--- config.mk ---
export PLATFORM = sky130hd
export DESIGN_NAME = ramseq
export DESIGN_NICKNAME = d
export VERILOG_FILES = /design/src/rtl/ramseq_pkg.sv /design/src/rtl/ramseq.sv
export SDC_FILE = /design/constraint.sdc
export NUM_CORES = 1
export LEC_CHECK = 0
export CORE_UTILIZATION = 39
export CTS_CLUSTER_SIZE = 28
export DETAILED_ROUTE_END_ITERATION = 8
export GPL_TIMING_DRIVEN = 0
export HOLD_SLACK_MARGIN = 0.1
export PLACE_DENSITY_LB_ADDON = 0.12
export SYNTH_ARGS = -nofsm -noshare
export SYNTH_HDL_FRONTEND = slang
export SYNTH_SLANG_ARGS = --single-unit
--- constraint.sdc ---
create_clock -name clk -period 1.55 [get_ports clk]
set_input_delay 0.155 -clock clk [delete_from_list [all_inputs] [get_ports clk]]
set_output_delay 0.155 -clock clk [all_outputs]
set_load 0.1 [all_outputs]
--- src/rtl/ramseq_pkg.sv ---
// rtl/ramseq_pkg.sv - op and state encodings shared by the ramseq sequencer
package ramseq_pkg;

    localparam logic OP_FILL = 1'b0;
    localparam logic OP_DUMP = 1'b1;

    typedef enum logic [1:0] {
        IDLE = 2'd0,
        FILL = 2'd1,
        DUMP = 2'd2
    } state_t;

endpackage

--- src/rtl/ramseq.sv ---
// rtl/ramseq.sv - command sequencer that fills or dumps runs of an async-read RAM
// Ports: clk, nreset (async, active low);
//        cmd_valid/cmd_ready/cmd_op/cmd_addr/cmd_len/cmd_data  command in (len = words - 1);
//        rd_valid/rd_ready/rd_data/rd_last                     DUMP stream out;
//        busy                                                  not idle;
//        mem_we/mem_addr/mem_din/mem_dout                      RAM port.
module ramseq
    import ramseq_pkg::*;
#(
    parameter int DW = 16,
    parameter int AW = 8
) (
    input  logic          clk,
    input  logic          nreset,
    input  logic          cmd_valid,
    output logic          cmd_ready,
    input  logic          cmd_op,
    input  logic [AW-1:0] cmd_addr,
    input  logic [AW-1:0] cmd_len,
    input  logic [DW-1:0] cmd_data,
    output logic          rd_valid,
    input  logic          rd_ready,
    output logic [DW-1:0] rd_data,
    output logic          rd_last,
    output logic          busy,
    output logic          mem_we,
    output logic [AW-1:0] mem_addr,
    output logic [DW-1:0] mem_din,
    input  logic [DW-1:0] mem_dout
);

    state_t        state;
    state_t        state_nx;
    logic [AW-1:0] ptr;
    logic [AW-1:0] cnt;
    logic [DW-1:0] data;
    logic          remaining;   // DUMP words still to be read from the RAM
    logic          accept;
    logic          load;
    logic          last_hs;

    assign cmd_ready = (state == IDLE);
    assign busy      = (state != IDLE);
    assign mem_we    = (state == FILL);   // from state only, never from cmd_*/rd_ready
    assign mem_addr  = ptr;
    assign mem_din   = data;

    assign accept  = cmd_ready && cmd_valid;
    // Refill the output register when it is empty or being drained this edge.
    assign load    = (state == DUMP) && remaining && (!rd_valid || rd_ready);
    assign last_hs = (state == DUMP) && rd_valid && rd_ready && rd_last;

    always_ff @(posedge clk or negedge nreset) begin
        if (!nreset) begin
            state <= IDLE;
        end else begin
            state <= state_nx;
        end
    end

    always_comb begin
        state_nx = state;
        case (state)
            IDLE: begin
                if (cmd_valid) begin
                    state_nx = (cmd_op == OP_DUMP) ? DUMP : FILL;
                end
            end
            FILL: begin
                if (cnt == '0) begin
                    state_nx = IDLE;
                end
            end
            DUMP: begin
                if (last_hs) begin
                    state_nx = IDLE;
                end
            end
            default: state_nx = IDLE;
        endcase
    end

    always_ff @(posedge clk or negedge nreset) begin
        if (!nreset) begin
            ptr       <= '0;
            cnt       <= '0;
            data      <= '0;
            remaining <= 1'b0;
            rd_data   <= '0;
            rd_valid  <= 1'b0;
            rd_last   <= 1'b0;
        end else if (accept) begin
            ptr       <= cmd_addr;
            cnt       <= cmd_len;
            data      <= cmd_data;
            remaining <= (cmd_op == OP_DUMP);
        end else if (state == FILL) begin
            ptr <= ptr + AW'(1);
            cnt <= cnt - AW'(1);
        end else if (state == DUMP) begin
            if (load) begin
                rd_data  <= mem_dout;
                rd_valid <= 1'b1;
                rd_last  <= (cnt == '0);
                ptr      <= ptr + AW'(1);
                if (cnt == '0) begin
                    remaining <= 1'b0;
                end else begin
                    cnt <= cnt - AW'(1);
                end
            end else if (rd_valid && rd_ready) begin
                // Only the final beat drains without a reload, so this is also the exit.
                rd_valid <= 1'b0;
                rd_last  <= 1'b0;
            end
        end
    end

endmodule

==> flow_summary.toml <==
[detailed_routing]
vias = 2392
drt_iter0_drc = 102
drtAntennaViolNets = 0
firstDrtPassIters = 4
drc = 0
routed_via_density = 5.06
wl_per_cell_um = 13.8
routed_wl_um = 6510

[synthesis]
ys.flop_type = "dfrtp_1"
synth_area_leader_cell = "dfrtp_1"
synthTopCellsByArea = "dfrtp_1, nand2_1, o21ai_0"
syn_nets = 335
synth_compound_area_share_pct = 14.0
synth_edf_count = 0
ys_types = 45
syn_area_mm2 = 0.00248
ys_ff_latch = 53
yosys.area_share.simple_pct = 27.2
syn_inst = 279
ys_seq_area_share_pct = 53.4
synth_xor_area_share_pct = 0
ys_warn_count = 0
synthAdderAreaFrac_pct = 1.51
synth.mux.area_fraction_pct = 0.806
synthDominantCellAreaShare_pct = 53.4
syn-mean-instance-area_um2 = 8.90
synth_top_family_by_area = "simple AND/OR/NAND/NOR gates"
async_reset_ff_share_pct = 100

[setup_path]
path_max_fanout = 7
critPathBufInv = 1
path_delay_family = "simple AND/OR/NAND/NOR gates"
cp_data_arrival_time_ns = 1.75
worst-setup-path-type = "reg2reg"
r2r_slack_ns = -0.02
max_stage_delay_ns = 0.48
cp_data_required_time_ns = 1.73
start_kind = "register"
slowest_stage = "dfrtp_2"
end_kind = "register"
crit_chain = "or3b_1, buf_6, and3_4, a22oi_2, o221ai_2"

[clocking]
clock_path_buffers = 2
path_clk_slew_ns = 0.10
cts_tree = "built"
clk-insertion-delay-late_ns = 0.31
clkSinkCount = 53
h-tree-depth = 2
cts-buffers-inserted = 5
cts_root_buf = "clkbuf_8"

[hold_path]
min_path_type = "in2reg"

[cells_and_area]
layout-drive-gt1-share_pct = 28.9
areaGrowthSynthToFinish_pct = 61.0
fin_area_mm2 = 0.00400
nets = 453
diodes = 0

[sta]
tightest_slew_ns = 0.625
setup_viol = 3
period_minus_slack_ns = 1.57
grt_setup_unrepaired = "yes"
finalHoldViolCount = 0
maxSlewViolCount = 0
postLayoutSetupSlackWorst_ns = -0.0227
finalCritPeriodShare_pct = 101
clock.fmax_ghz = 0.636
skew_ns = 0.00576
max_slew_margin_pct = 58.3

[floorplanning]
die_y_um = 81.8
initial_core_util_pct = 41.2
core_area_mm2 = 0.00603
die_x_um = 81.8
ioPinCount = 98
dieArea_mm2 = 0.00669
row_count = 28

[job]
drv_cap = 0

[placement]
placed_area_mm2 = 0.00360
gp_congestion = 0.907
io_buffers = 97
post-dp-hpwl_um = 4640

[global_routing]
antenna_found_initial = 0
grtUsageTotal_pct = 19.7
grt_pass1_vias = 2168
grt_first_pass_wirelength_um = 10100
grt_max_degree = 28
overflow = 0

[run_status]
outcome = "finished, violations left"
violations = "setup timing"
## layout by cell type, fill, tap and decap left out, drive strengths merged, types with 3 or more instances in the layout
cell,instances
nand2,116
dfrtp,53
clkdlybuf4s50,51
clkdlybuf4s15,42
buf,25
o21ai,14
a21oi,12
nand3,9
clkbuf,9
nor2,8
a31oi,6
inv,5
a22oi,4
nor3b,4
o211ai,3
ha,3
and3,3
nor4,3
## worst reg2reg max path, cell delays in order, from the launching register on
cell and delay [ns]:
dfrtp_2 0.48, or3b_1 0.40, buf_6 0.15, and3_4 0.17, a22oi_2 0.13, o221ai_2 0.12
## path summary, 6_finish.rpt
kind                               end  cells past startpoint        start
hold / removal              rd_data[3]                      3  mem_dout[3]
hold reg to reg             rd_data[9]                      2   rd_data[9]
setup / recovery                cnt[4]                      5     state[0]
setup reg to reg                cnt[4]                      5     state[0]
max in group asynchronous       cnt[5]                      3       nreset
min in group asynchronous  mem_addr[1]                      2       nreset
## registers in the layout, summed over array words and instances, names as in the netlist
register	cells
mem_addr	8
mem_din	16
rd_valid	1
cnt	8
state	2
rd_last	1
remaining	1
rd_data	16
## final cells by class
type                       count  area (um^2)
buffer                        12         88.8
fill                         511         2030
clock buffer                   5         68.8
clock inverter                 3         68.8
sequential                    53         1350
timing repair buffer         111         1130
inverter                       4         15.0
tap                           75         93.8
multi-input combinational    210         1180
## layer usage
layer	global-route usage [%]	up-vias	wire length [um]
li1	-	1178	-
met1	25.7	1131	2780
met2	33.1	77	3230
met3	5.11	6	449
met4	3.51	0	49
met5	0	-	0
## what timing repair did
action / in CTS / in global routing
setup buffers: 7 / 5
pin swaps: 5 / 8
hold buffers: 1 / 0
setup endpoints to repair: 83 / 46
gates resized for setup: 157 / 24
endpoints found under the hold margin: 26 / 0
cloned: 0 / 0
## stage by stage
step	util (%)	setup slack (ns)	TNS [ns]	hold slack (ns)	instances
3_3_place_gp	59.4	-1.71	-84.66	0.456	451
4_1_cts	64.6	-0.00715	-0.00715	0.351	468
6_report	66.4	-0.0227	-0.0560	0.359	473
5_1_grt	66.4	-0.0707	-0.419	0.350	473
2_1_floorplan	-	-0.157	-0.285	-0.141	279
3_5_place_dp	59.7	-0.497	-13.40	0.206	452
## synth_stat cells (2+ instances only)
| cell type | count |
|---|---|
| nor4_1 | 2 |
| inv_1 | 4 |
| nor3_1 | 2 |
| o21ai_0 | 14 |
| ha_1 | 3 |
| buf_2 | 6 |
| a22oi_1 | 3 |
| o221ai_1 | 2 |
| nand3_1 | 8 |
| o22ai_1 | 2 |
| nor3b_1 | 3 |
| nor2_1 | 8 |
| a31o_2 | 2 |
| o211ai_1 | 3 |
| a21oi_1 | 11 |
| nand2_1 | 116 |
| a31oi_1 | 6 |
| clkbuf_1 | 3 |
| dfrtp_1 | 53 |
| mux2i_1 | 2 |
| and3_1 | 2 |
## logic make-up after synthesis
family,after synthesis
simple gates,153
flops,53
compound gates,52
buf+inv,16
fa+ha+maj,3
mux,2
Power is left out: the tool's default activity adds up to more than one toggle a clock period on the data nets, which glitch-free logic cannot reach.
